<file path="config.mk">
export PLATFORM = sky130hd
export DESIGN_NAME = mem_arbiter
export DESIGN_NICKNAME = d
export VERILOG_FILES = /design/src/rtl/cnn16_mem_pkg.sv /design/src/rtl/mem_arb_timer.sv /design/src/rtl/mem_arbiter.sv
export SDC_FILE = /design/constraint.sdc
export NUM_CORES = 1
export LEC_CHECK = 0
export ABC_CLOCK_PERIOD_IN_PS = 3600
export BUFFER_PORTS_ARGS = -buffer_cell sky130_fd_sc_hd__buf_2
export CAP_MARGIN = 20
export CELL_PAD_IN_SITES_DETAIL_PLACEMENT = 0
export CELL_PAD_IN_SITES_GLOBAL_PLACEMENT = 1
export CORE_MARGIN = 2
export CORE_UTILIZATION = 40
export DETAILED_ROUTE_END_ITERATION = 12
export PLACE_DENSITY = 0.85
export SLEW_MARGIN = 40
export SYNTH_ARGS = -nofsm -noshare
export SYNTH_HDL_FRONTEND = slang
export SYNTH_SLANG_ARGS = --single-unit
</file>
<file path="constraint.sdc">
create_clock -name clk -period 3.6 [get_ports clk]
set_input_delay 0.36 -clock clk [delete_from_list [all_inputs] [get_ports clk]]
set_output_delay 0.36 -clock clk [all_outputs]
set_load 0.02 [all_outputs]
</file>
<file path="src/rtl/cnn16_mem_pkg.sv">
// Shared widths, arbiter state encoding and owner codes for the cnn16 memory arbiter.
package cnn16_mem_pkg;

   localparam int ADDR_W = 12;
   localparam int DATA_W = 16;

   typedef enum logic [1:0] {
      IDLE = 2'd0,
      CORE = 2'd1,
      LOAD = 2'd2
   } arb_state_e;

   localparam logic OWN_CORE = 1'b0;
   localparam logic OWN_LOAD = 1'b1;

   // Tie-break: the requester not served last wins; a lone requester always wins.
   function automatic logic pick_owner(input logic c_elig, input logic l_elig,
                                       input logic load_first);
      logic win;
      win = l_elig ? OWN_LOAD : OWN_CORE;
      if (c_elig && l_elig) win = load_first ? OWN_LOAD : OWN_CORE;
      return win;
   endfunction

endpackage

</file>
<file path="src/rtl/mem_arb_timer.sv">
// Stall counter for the memory arbiter: expired flags the LIMIT-th enabled cycle.
module mem_arb_timer #(
   parameter int LIMIT = 255
) (
   input  logic clk,
   input  logic rst,
   input  logic clear,
   input  logic enable,
   output logic expired
);

   localparam int CNT_W = (LIMIT > 1) ? $clog2(LIMIT) : 1;

   logic [CNT_W-1:0] count;

   assign expired = enable && (count == CNT_W'(LIMIT - 1));

   always_ff @(posedge clk or negedge rst) begin
      if (!rst) begin
         count <= '0;
      end else if (clear) begin
         count <= '0;
      end else if (enable && !expired) begin
         count <= count + CNT_W'(1);
      end
   end

endmodule

</file>
<file path="src/rtl/mem_arbiter.sv">
// Two-requester (core / loader) round-robin arbiter for one shared memory port.
// Optional stall timeout is built when MEM_ARB_TIMEOUT_EN is defined.
module mem_arbiter
   import cnn16_mem_pkg::*;
#(
   parameter int TIMEOUT = 255
) (
   input  logic              clk,
   input  logic              rst,
   input  logic              c_req,
   input  logic              c_we,
   input  logic [ADDR_W-1:0] c_addr,
   input  logic [DATA_W-1:0] c_wdata,
   output logic [DATA_W-1:0] c_rdata,
   output logic              c_ack,
   input  logic              l_req,
   input  logic              l_we,
   input  logic [ADDR_W-1:0] l_addr,
   input  logic [DATA_W-1:0] l_wdata,
   output logic [DATA_W-1:0] l_rdata,
   output logic              l_ack,
   output logic              m_en,
   output logic              m_we,
   output logic [ADDR_W-1:0] m_addr,
   output logic [DATA_W-1:0] m_wdata,
   input  logic [DATA_W-1:0] m_rdata,
   input  logic              m_ready,
   output logic              busy,
   output logic              owner,
   output logic              timeout_err
);

   arb_state_e state;
   logic       load_first;
   logic       c_elig;
   logic       l_elig;
   logic       winner;
   logic       tmo_hit;

   // A requester whose ack is showing this cycle sits out one arbitration round.
   assign c_elig = c_req && !c_ack;
   assign l_elig = l_req && !l_ack;
   assign winner = pick_owner(c_elig, l_elig, load_first);

`ifdef MEM_ARB_TIMEOUT_EN
   mem_arb_timer #(.LIMIT(TIMEOUT)) u_timer (
      .clk     (clk),
      .rst     (rst),
      .clear   (state == IDLE),
      .enable  (state != IDLE),
      .expired (tmo_hit)
   );
`else
   logic unused_timeout;
   assign unused_timeout = ^TIMEOUT;
   assign tmo_hit        = 1'b0;
`endif

   // NOTE: sequential state uses non-blocking assignments so every register samples pre-edge values.
   always_ff @(posedge clk or negedge rst) begin
      if (!rst) begin
         state       <= IDLE;
         load_first  <= 1'b0;
         owner       <= OWN_CORE;
         m_en        <= 1'b0;
         m_we        <= 1'b0;
         m_addr      <= '0;
         m_wdata     <= '0;
         busy        <= 1'b0;
         c_ack       <= 1'b0;
         l_ack       <= 1'b0;
         c_rdata     <= '0;
         l_rdata     <= '0;
         timeout_err <= 1'b0;
      end else begin
         c_ack       <= 1'b0;
         l_ack       <= 1'b0;
         timeout_err <= 1'b0;
         case (state)
            IDLE: begin
               if (c_elig || l_elig) begin
                  state      <= (winner == OWN_LOAD) ? LOAD : CORE;
                  owner      <= winner;
                  load_first <= (winner == OWN_CORE);
                  m_en       <= 1'b1;
                  busy       <= 1'b1;
                  m_we       <= (winner == OWN_LOAD) ? l_we    : c_we;
                  m_addr     <= (winner == OWN_LOAD) ? l_addr  : c_addr;
                  m_wdata    <= (winner == OWN_LOAD) ? l_wdata : c_wdata;
               end
            end
            CORE, LOAD: begin
               // m_ready wins over an expiry landing on the same edge.
               if (m_ready || tmo_hit) begin
                  state       <= IDLE;
                  m_en        <= 1'b0;
                  busy        <= 1'b0;
                  timeout_err <= !m_ready;
                  if (state == CORE) begin
                     c_ack <= 1'b1;
                     if (m_ready && !m_we) c_rdata <= m_rdata;
                  end else begin
                     l_ack <= 1'b1;
                     if (m_ready && !m_we) l_rdata <= m_rdata;
                  end
               end
            end
            default: state <= IDLE;
         endcase
      end
   end

endmodule

</file>
=== Word level (Yosys, flattened, before mapping) ===
Index checks and enable logic that the tools add are counted.

* Register bits after elaboration: 69
* Output and inout bits: 67
* Logic and storage cells: 56

* Muxes and demuxes: 21
* Bitwise operators: 2
* Reductions and logical operators: 17
* Eq/ne operators: 4

{| class="wikitable"
|+ Operators by type and width
! kind !! count
|-
| $mux 16 || 1
|-
| $mux 1 || 14
|-
| $mux 12 || 1
|-
| $reduce_and 4->1 || 2
|-
| $mux 2 || 3
|-
| $logic_and 1x1->1 || 4
|-
| $logic_not 1->1 || 4
|-
| $ne 2x2->1 const B || 2
|-
| $pmux 2 s2 || 1
|-
| $reduce_and 2->1 || 2
|-
| $reduce_and 3->1 || 1
|-
| $eq 2x1->1 const B || 1
|-
| $eq 2x2->1 const B || 1
|-
| $logic_not 2->1 || 1
|-
| $not 1->1 || 2
|-
| $pmux 1 s2 || 1
|-
| $reduce_bool 2->1 || 1
|-
| $reduce_or 2->1 || 1
|-
| $logic_or 1x1->1 || 1
|}

=== Depth between registers and ports, before layout ===
Gate-level depths: netlist of the first run.

* Depth after elaboration: 7
* Mapped depth: 7
* Depth with buffers taken out: 5

=== Worst setup path after synthesis of the first run ===
No wires, ideal clock.

* Path kind: reg-to-reg
* Start point: reg state[0]
* End point: reg l_rdata[10]
* Setup slack: 1.913 ns
* Cell stages (with the launch flop): 7
* Library setup time: 0.125 ns
* Data arrival time: 1.562 ns
* Data required time: 3.475 ns
* Period minus slack after synthesis: 1.687 ns
* Path through: dfrtp_1 inv_1 ha_1 nand2_2 nor3_4 buf_8 mux2_4

* Cells in the longest elaborated chain, start to end: 3
* Elaborated cells on any way between the ends: 5
* Classes of those cells: 2 x eq/ne; 1 x bitwise; 2 x reduce/logical

{| class="wikitable"
|+ RTL lines
! what !! RTL line !! source
|-
| from (decl) || mem_arbiter.sv:33 || <nowiki>arb_state_e state;</nowiki>
|-
| from (signal assigned) || mem_arbiter.sv:82 || <nowiki>state <= (winner == OWN_LOAD) ? LOAD : CORE;</nowiki>
|-
| $eq 2x1->1 / $eq 2x2->1 (equally long branches) || mem_arbiter.sv:79, mem_arbiter.sv:99 ||
|-
| $reduce_or 2->1 / $not 1->1 (equally long branches) || -- ||
|-
| $reduce_and 4->1 (no source line) (*) || -- ||
|-
| to (signal assigned) || mem_arbiter.sv:104 || <nowiki>if (m_ready && !m_we) l_rdata <= m_rdata;</nowiki>
|-
| to (decl) || mem_arbiter.sv:20 || <nowiki>output logic [DATA_W-1:0] l_rdata,</nowiki>
|}

Mark *: on every way between the ends. The rest lies on a longest branch, timed or not.
A chain may end at the register's enable or synchronous reset.

=== Worst setup path after layout of the first run ===
* Start point: reg state[0]
* End point: reg m_addr[11]

* Cells in the longest elaborated chain, start to end: 2

{| class="wikitable"
|+ RTL lines
! what !! RTL line !! source
|-
| $logic_not 2->1 || mem_arbiter.sv:79 || <nowiki>case (state)</nowiki>
|-
| $reduce_and 2->1 (no source line) || -- ||
|-
| to (signal assigned) || mem_arbiter.sv:88 || <nowiki>m_addr <= (winner == OWN_LOAD) ? l_addr : c_addr;</nowiki>
|-
| to (decl) || mem_arbiter.sv:24 || <nowiki>output logic [ADDR_W-1:0] m_addr,</nowiki>
|}

No other way between the ends.

==> impl_metrics.ini, run 1 <==
[timing]
setup_viol = 0
setup_tns_ns = 0
rsz0062_at_grt = false
fin_ws_ns = 1.66
period_share = 0.539
timing.fmax_mhz = 515
tightest_slew_ns = 0.712
slew_headroom = 0.525
final_hold_viol_count = 0
slew_viol_final = 0
hold_slack_ns = 0.263
post-route-min-period_ns = 1.94
fin_skew_ns = 0.00695

[route]
dr.first_iter.drc_count = 106
ant_nets = 0
drt-vias-per-instance = 5.32
drc = 0
first_pass_iters = 4
wl_mm = 9.29
drt-wirelength-per-cell_um = 16.8
vias = 2947

[global_route]
overflow = 0
grt_pass1_wl_mm = 14.8
grt_usage = 0.186
antenna_found_initial = 1
grt_pass1_vias = 3013
grt_max_degree = 49

[critical_path]
rr_worst_depth = 6
crit_path_start_kind = flip-flop
critical_path_class = reg2reg
cp_max_fo = 17
slowest_stage = inv_1
slowest_delay_ns = 0.49
reg2reg_slack_ns = 1.66
path_common_cell = inv_1
cp.arrival_ns = 2.19
worst-path-buf-inv = 3
end_kind = flip-flop
crit_family = buffers and inverters
rr_endpoint = m_addr[11]
required_ns = 3.85
cp_cell_sequence = inv_1 > ha_1 > inv_1 > buf_4 > a221oi_2 > a22oi_1
rr_startpoint = state[0]

[floorplanning]
io_pins = 146
chipHeight_um = 99.8
start_util = 0.417
core_um2 = 8810
die_w_um = 99.8
die_area_um2 = 9970
rows = 34

[clock_network]
clk_pin_slew_ns = 0.08
cts_resized = 0
cts_tree = done
cts_root_buf = clkbuf_8
clk_latency_ns = 0.34
cts.sink_count = 68
clockBufferDepth = 2
numCtsBuffers = 9
post_cts_buffers = 0
htree_num_levels = 3
ctsHoldBuffers = 1

[logic_synthesis]
yosys.area.top_type = dfrtp_1
ys_seq_area_frac = 0.463
synthCells = 306
synth_fp_nets = 387
yosys_warnings = 0
ys_ff_latch = 68
syn_area_per_cell_um2 = 12.0
ys_async_sr_fraction = 1.00
synth_edf_count = 0
synthFlopType = dfrtp_1
ys_types = 33
netlist.area_leader.share = 0.463
syn_area_um2 = 3670
synthTopCellsByArea = dfrtp_1, a221oi_2, mux2_2

[worst_hold_path]
whs_endpoint = l_rdata[2]
hold_path_depth = 2
min_from = m_rdata[2]
worstHoldPathType = in2reg

[layout]
final_cell_mix = buf_2, dfrtp_1, inv_1
area_growth_pct = 27.6
post_route_cells_drive_above_1_share = 0.544
stdcell_area_um2 = 4690
nets = 521
layout_commonest_cell = buf_2

[placed_design]
place_ws_ns = 1.32
place_area_um2 = 4460
io_buffer_count = 144
place_congestion = 0.770
hpwl_mm = 6.64

[power]
power.leakage_nw = 2.37
pwr_density_cell_nw_per_um2 = 909
ir_worst_vdd_v = 0.000337

[run_status]
status = finished clean

[run]
maxCapViolations = 0
[final cells by class]
cell class / count / area, um^2
Multi-Input combinational cell: 174 / 1690
Timing Repair Buffer: 155 / 833
Fill cell: 799 / 4120
Tap cell: 108 / 135
Clock buffer: 9 / 124
Sequential cell: 68 / 1700
Antenna cell: 1 / 2.50
Inverter: 32 / 120
Clock inverter: 7 / 81.3
[worst register-to-register path, cell delays in order, from the launching register on]
cell	delay (ns)
dfrtp_1	0.36
inv_1	0.06
ha_1	0.27
inv_1	0.49
buf_4	0.41
a221oi_2	0.07
a22oi_1	0.21
[stage by stage]
stage	utilization	power [mW]	instances
global route	0.532	4.53	554
finish	0.532	4.26	554
detailed placement	0.506	3.62	536
CTS	0.531	4.29	553
global placement	0.500	3.54	533
floorplan	-	2.96	306
[where the power goes]
| group | total [mW] | switching, mW | internal [mW] |
|---|---|---|---|
| Sequential | 1.35 | 0.207 | 1.14 |
| Combinational | 2.26 | 1.32 | 0.935 |
| Clock | 0.657 | 0.326 | 0.331 |
| Total | 4.26 | 1.85 | 2.41 |
[registers in the layout, indices dropped and copies added (netlist names)]
register,flops
c_rdata,16
l_ack,1
busy,1
m_wdata,16
m_addr,12
m_we,1
l_rdata,16
state,2
load_first,1
c_ack,1
owner,1
[worst max path at each step]
stage / from / endpoint / cells past startpoint
global placement: l_req / m_addr[1] / 5
detailed placement: l_req / m_wdata[9] / 5
CTS: l_ack / m_wdata[12] / 5
finish: state[0] / m_addr[11] / 6
floorplan: state[0] / l_rdata[10] / 6
global route: l_ack / m_wdata[9] / 5
[routing by layer]
metal | vias to the layer above | share of wire | GRT usage | wire [um]
met5 | - | 0 | 0 | 0
met4 | 0 | 0.015 | 0.0453 | 141
met3 | 12 | 0.064 | 0.0508 | 599
met2 | 117 | 0.47 | 0.298 | 4360
met1 | 1422 | 0.45 | 0.252 | 4190
li1 | 1396 | - | - | -
[cell usage after synthesis, drive strengths merged (2+ instances only)]
library cell / number
ha: 2
a22oi: 29
nand2: 2
a221oi: 29
nor2b: 3
nor2: 2
buf: 24
o21ai: 31
inv: 32
o32ai: 2
dfrtp: 68
clkbuf: 8
mux2: 34
and3b: 29
[logic make-up after synthesis]
| kind of cell | synth area share |
|---|---|
| compound gates | 0.229 |
| mux | 0.114 |
| buf+inv | 0.0855 |
| simple gates | 0.0998 |
| fa+ha+maj | 0.00681 |
| flops | 0.463 |
| other cells | 0.00102 |
Note: power is estimated with default switching activity, not from simulation.
==> run 2, diff against run 1 <==
--- a/config.mk
+++ b/config.mk
@@ -5,15 +5,15 @@
 export SDC_FILE = /design/constraint.sdc
 export NUM_CORES = 1
 export LEC_CHECK = 0
-export ABC_CLOCK_PERIOD_IN_PS = 3600
+export ABC_CLOCK_PERIOD_IN_PS = 2000
 export BUFFER_PORTS_ARGS = -buffer_cell sky130_fd_sc_hd__buf_2
 export CAP_MARGIN = 20
 export CELL_PAD_IN_SITES_DETAIL_PLACEMENT = 0
 export CELL_PAD_IN_SITES_GLOBAL_PLACEMENT = 1
 export CORE_MARGIN = 2
-export CORE_UTILIZATION = 40
+export CORE_UTILIZATION = 37
 export DETAILED_ROUTE_END_ITERATION = 12
-export PLACE_DENSITY = 0.85
+export PLACE_DENSITY = 0.8
 export SLEW_MARGIN = 40
 export SYNTH_ARGS = -nofsm -noshare
 export SYNTH_HDL_FRONTEND = slang
==> constraint.sdc (replaced) <==
create_clock -name clk -period 2 [get_ports clk]
set_input_delay 0.2 -clock clk [delete_from_list [all_inputs] [get_ports clk]]
set_output_delay 0.2 -clock clk [all_outputs]
set_load 0.02 [all_outputs]
==> impl_metrics.ini, run 2 (same netlist as run 1, synthesis figures left out) <==
[run_status]
status = finished clean

[route]
wl_met1_mm = 4.28
vias = 2934
dr.first_iter.drc_count = 127
wl_mm = 9.55
ant_nets = 0
drt-vias-per-instance = 5.04
highest_layer = met4
first_pass_iters = 4
drc = 0
wl_met2_mm = 4.57
wl_met3_um = 559
drt-wirelength-per-cell_um = 16.4

[power]
pwr-share-clk = 0.157
power.leakage_nw = 2.38
p_int_mw = 4.38
ir_worst_vdd_v = 0.000530
sw_frac_of_total = 0.433
pwr-share-seq = 0.315
pwr_density_cell_nw_per_um2 = 1630
p_sw_mw = 3.35
pwr-share-comb = 0.527

[clock_network]
clk_latency_ns = 0.36
cts.sink_count = 68
cts_resized = 0
clockBufferDepth = 2
htree_num_levels = 3
cts_tree = done
clk_pin_slew_ns = 0.08
cts_root_buf = clkbuf_8
numCtsBuffers = 9

[layout]
final_cell_mix = buf_2, dfrtp_1, inv_1
top_regs = c_rdata (16), l_rdata (16), m_wdata (16)
nets = 525
post_route_cells_drive_above_1_share = 0.548
fillerInstances = 903
layout_commonest_cell = buf_2
area_growth_pct = 29.3
final_util = 0.490
num_antenna_cells = 0

[worst_hold_path]
worstHoldPathType = in2reg
hold_path_depth = 2

[timing]
slew_viol_final = 0
slew_headroom = 0.615
post-route-min-period_ns = 1.82
period_share = 0.910
setup_tns_ns = 0
setup_viol = 0
final_hold_viol_count = 0
fin_skew_ns = 0.00832
rsz0062_at_grt = false
tightest_slew_ns = 0.578
timing.fmax_mhz = 550

[floorplanning]
die_area_um2 = 10700
core_um2 = 9680
chipHeight_um = 104
io_pins = 146
rows = 36
start_util = 0.379
die_w_um = 104

[critical_path]
rr_startpoint = state[0]
required_ns = 2.24
crit_path_end = c_rdata[12]
crit_path_start_kind = flip-flop
crit_path_start = state[0]
end_kind = flip-flop
rr_endpoint = c_rdata[12]
cp_max_fo = 16
critical_path_class = reg2reg
reg2reg_slack_ns = 0.18
rr_worst_depth = 4
cp.arrival_ns = 2.06

[global_route]
grt_pass1_wl_mm = 15.9
grt_max_degree = 69
grt_usage = 0.187
antenna_found_initial = 0
grt_pass1_vias = 3087
overflow = 0

[placed_design]
hpwl_mm = 6.70
place_congestion = 0.752
io_buffer_count = 144

[run]
maxCapViolations = 0
[run 2: cell types whose count changed in the layout (fill, tap and decap cells not counted), sizes merged]
cell and change:
clkinvlp +1, diode -1, clkinv +1, buf +4
clkbuf +1, inv -3
[run 2: repair_timing]
item / CTS / global route
endpoints found under the hold margin: 68 / 0
setup buffers: 0 / 0
hold buffers: 1 / 0
setup endpoints to repair: 0 / 0
[run 2: area by class of cell]
class                      instances  area (um^2)  share of cell area
sequential                        68         1700               0.358
multi-input combinational        174         1680               0.353
timing repair buffer             159          873               0.184
tap                              133          166              0.0350
clock buffer                      10          138              0.0290
inverter                          32          120              0.0253
clock inverter                     6         71.3              0.0150
[run 2: power groups by stage]
stage	registers (mW)	clock network [mW]	logic, mW
after floorplan	3.22	0	2.10
after global placement	2.45	0	4.04
after detailed placement	2.47	0	4.12
after CTS	2.45	1.25	4.12
after global routing	2.52	1.31	4.46
final	2.44	1.22	4.08
[run 2: metal layers]
metal / global-route usage / vias to the layer above
met5: 0 / -
met1: 0.244 / 1416
li1: - / 1403
met3: 0.0503 / 11
met2: 0.300 / 104
met4: 0.0705 / 0
[run 2: worst min path at each step]
stage,from,endpoint
after floorplan,rst,busy
after global placement,rst,m_addr[4]
after detailed placement,rst,m_addr[4]
after CTS,m_rdata[1],c_rdata[1]
after global routing,m_rdata[8],l_rdata[8]
final,m_rdata[1],c_rdata[1]
[run 2: through the flow]
step	power, mW	hold slack (ns)	setup slack [ns]	cell area [um^2]	cells
after global placement	6.48	0.251	0.236	4530	565
after CTS	7.82	0.0700	0.172	4750	582
final	7.73	0.0843	0.181	4750	582
after detailed placement	6.59	0.255	0.183	4530	565
after floorplan	5.32	-0.0956	0.313	3670	306
after global routing	8.28	0.0694	0.0666	4750	582
[run 2: worst max-delay path, cell delays in order (launching register included)]
cell and delay, ns:
dfrtp_1 0.36, inv_1 0.06, ha_1 0.36, nand4_2 0.46, mux2_2 0.46
==> run 3, diff against run 2 <==
--- a/config.mk
+++ b/config.mk
@@ -14,6 +14,7 @@
 export CORE_UTILIZATION = 37
 export DETAILED_ROUTE_END_ITERATION = 12
 export PLACE_DENSITY = 0.8
+export RECOVER_POWER = 100
 export SLEW_MARGIN = 40
 export SYNTH_ARGS = -nofsm -noshare
 export SYNTH_HDL_FRONTEND = slang
==> impl_metrics.ini, run 3 (same netlist as run 1, synthesis figures left out) <==
[layout]
layout_commonest_cell = buf_2
num_antenna_cells = 0
post_route_cells_drive_above_1_share = 0.356
nets = 525
multiInputGateArea_um2 = 1580
seqCellArea_um2 = 1700
top_regs = c_rdata (16), l_rdata (16), m_wdata (16)
stdcell_area_um2 = 4550
final_util = 0.470
fillerInstances = 960
area_growth_pct = 23.9
final_cells = 582
final_cell_mix = buf_2, dfrtp_1, clkbuf_1

[timing]
period_share = 0.902
slew_viol_final = 0
fin_skew_ns = 0.00732
post-route-min-period_ns = 1.80
final_hold_viol_count = 0
tightest_slew_ns = 0.940
setup_tns_ns = 0
setup_viol = 0
slew_headroom = 0.373
timing.fmax_mhz = 554
fin_ws_ns = 0.196
rsz0062_at_grt = false

[critical_path]
required_ns = 2.22
rr_worst_depth = 4
crit_path_end = m_wdata[2]
rr_startpoint = c_ack
cp_max_fo = 14
cp.arrival_ns = 2.02
end_kind = flip-flop
critical_path_class = reg2reg
crit_path_start_kind = flip-flop
crit_path_start = c_ack
rr_endpoint = m_wdata[2]
reg2reg_slack_ns = 0.20

[global_route]
overflow = 0
grt_pass1_vias = 3087
grt_pass1_wl_mm = 15.9
grt_max_degree = 69
antenna_found_initial = 0
grt_usage = 0.187

[floorplanning]
rows = 36
io_pins = 146
die_area_um2 = 10700
core_um2 = 9680
start_util = 0.379
chipHeight_um = 104
die_w_um = 104

[placed_design]
place_congestion = 0.752
place_inst = 565
hpwl_mm = 6.70
io_buffer_count = 144
place_area_um2 = 4530
place_ws_ns = 0.183

[route]
dr.first_iter.drc_count = 159
drt-vias-per-instance = 5.07
drt-wirelength-per-cell_um = 16.5
vias = 2952
ant_nets = 0
wl_mm = 9.63
drc = 0
first_pass_iters = 4

[clock_network]
clockBufferDepth = 2
cts_resized = 0
numCtsBuffers = 9
cts_tree = done
clk_latency_ns = 0.35
cts.sink_count = 68
htree_num_levels = 3
cts_root_buf = clkbuf_8
clk_pin_slew_ns = 0.08

[power]
ir_worst_vdd_v = 0.000500
pwr_density_cell_nw_per_um2 = 1620
power.leakage_nw = 2.15

[run_status]
status = finished clean

[run]
maxCapViolations = 0

[worst_hold_path]
worstHoldPathType = in2reg
run 3: cell count changes in the layout (fill, tap and decap cells not counted), moves of 8 or more:
cell	before	now
a221oi_1	0	10
mux2_1	0	8
a221oi_2	29	19
buf_2	144	78
clkbuf_1	0	66
mux2_4	10	2
run 3: through the flow:
stage / power, mW / hold WS (ns)
2_1_floorplan: 5.32 / -0.0956
3_3_place_gp: 6.48 / 0.251
3_5_place_dp: 6.59 / 0.255
4_1_cts: 7.82 / 0.0700
5_1_grt: 7.94 / 0.0694
6_report: 7.39 / 0.0856
run 3: worst max-delay path, stage by stage, from the launching register on:
cell      delay, ns
dfrtp_1        0.45
or2b_2         0.49
clkbuf_2       0.26
a221oi_1       0.35
a22oi_1        0.11
run 3: timing repair:
| action | CTS | global route |
|---|---|---|
| hold buffers | 1 | 0 |
| setup buffers | 0 | 0 |
| hold endpoints to repair | 68 | 0 |
run 3: area by class of cell:
cell class / instances / share of cell area
clock buffer: 10 / 0.0302
multi-input combinational: 174 / 0.347
clock inverter: 6 / 0.0157
timing repair buffer: 159 / 0.170
tap: 133 / 0.0365
inverter: 32 / 0.0264
sequential: 68 / 0.374
run 3: layer usage:
metal,vias up,track usage,wire length [um],part of all wire
met3,11,0.0503,581,0.060
li1,1408,-,-,-
met2,111,0.300,4560,0.47
met1,1422,0.244,4350,0.45
met5,-,0,0,0
met4,0,0.0705,138,0.014
run 3: worst min-delay path by stage:
| stage | startpoint | endpoint | cells past startpoint |
|---|---|---|---|
| 2_1_floorplan | rst | busy | 0 |
| 3_3_place_gp | rst | m_addr[4] | 2 |
| 3_5_place_dp | rst | m_addr[4] | 2 |
| 4_1_cts | m_rdata[1] | c_rdata[1] | 2 |
| 5_1_grt | m_rdata[8] | l_rdata[8] | 2 |
| 6_report | m_rdata[1] | c_rdata[1] | 2 |
run 3: where the power goes:
group | switching [mW] | internal (mW) | total (mW)
combinational | 2.32 | 1.41 | 3.72
clock | 0.592 | 0.621 | 1.21
sequential | 0.397 | 2.06 | 2.45
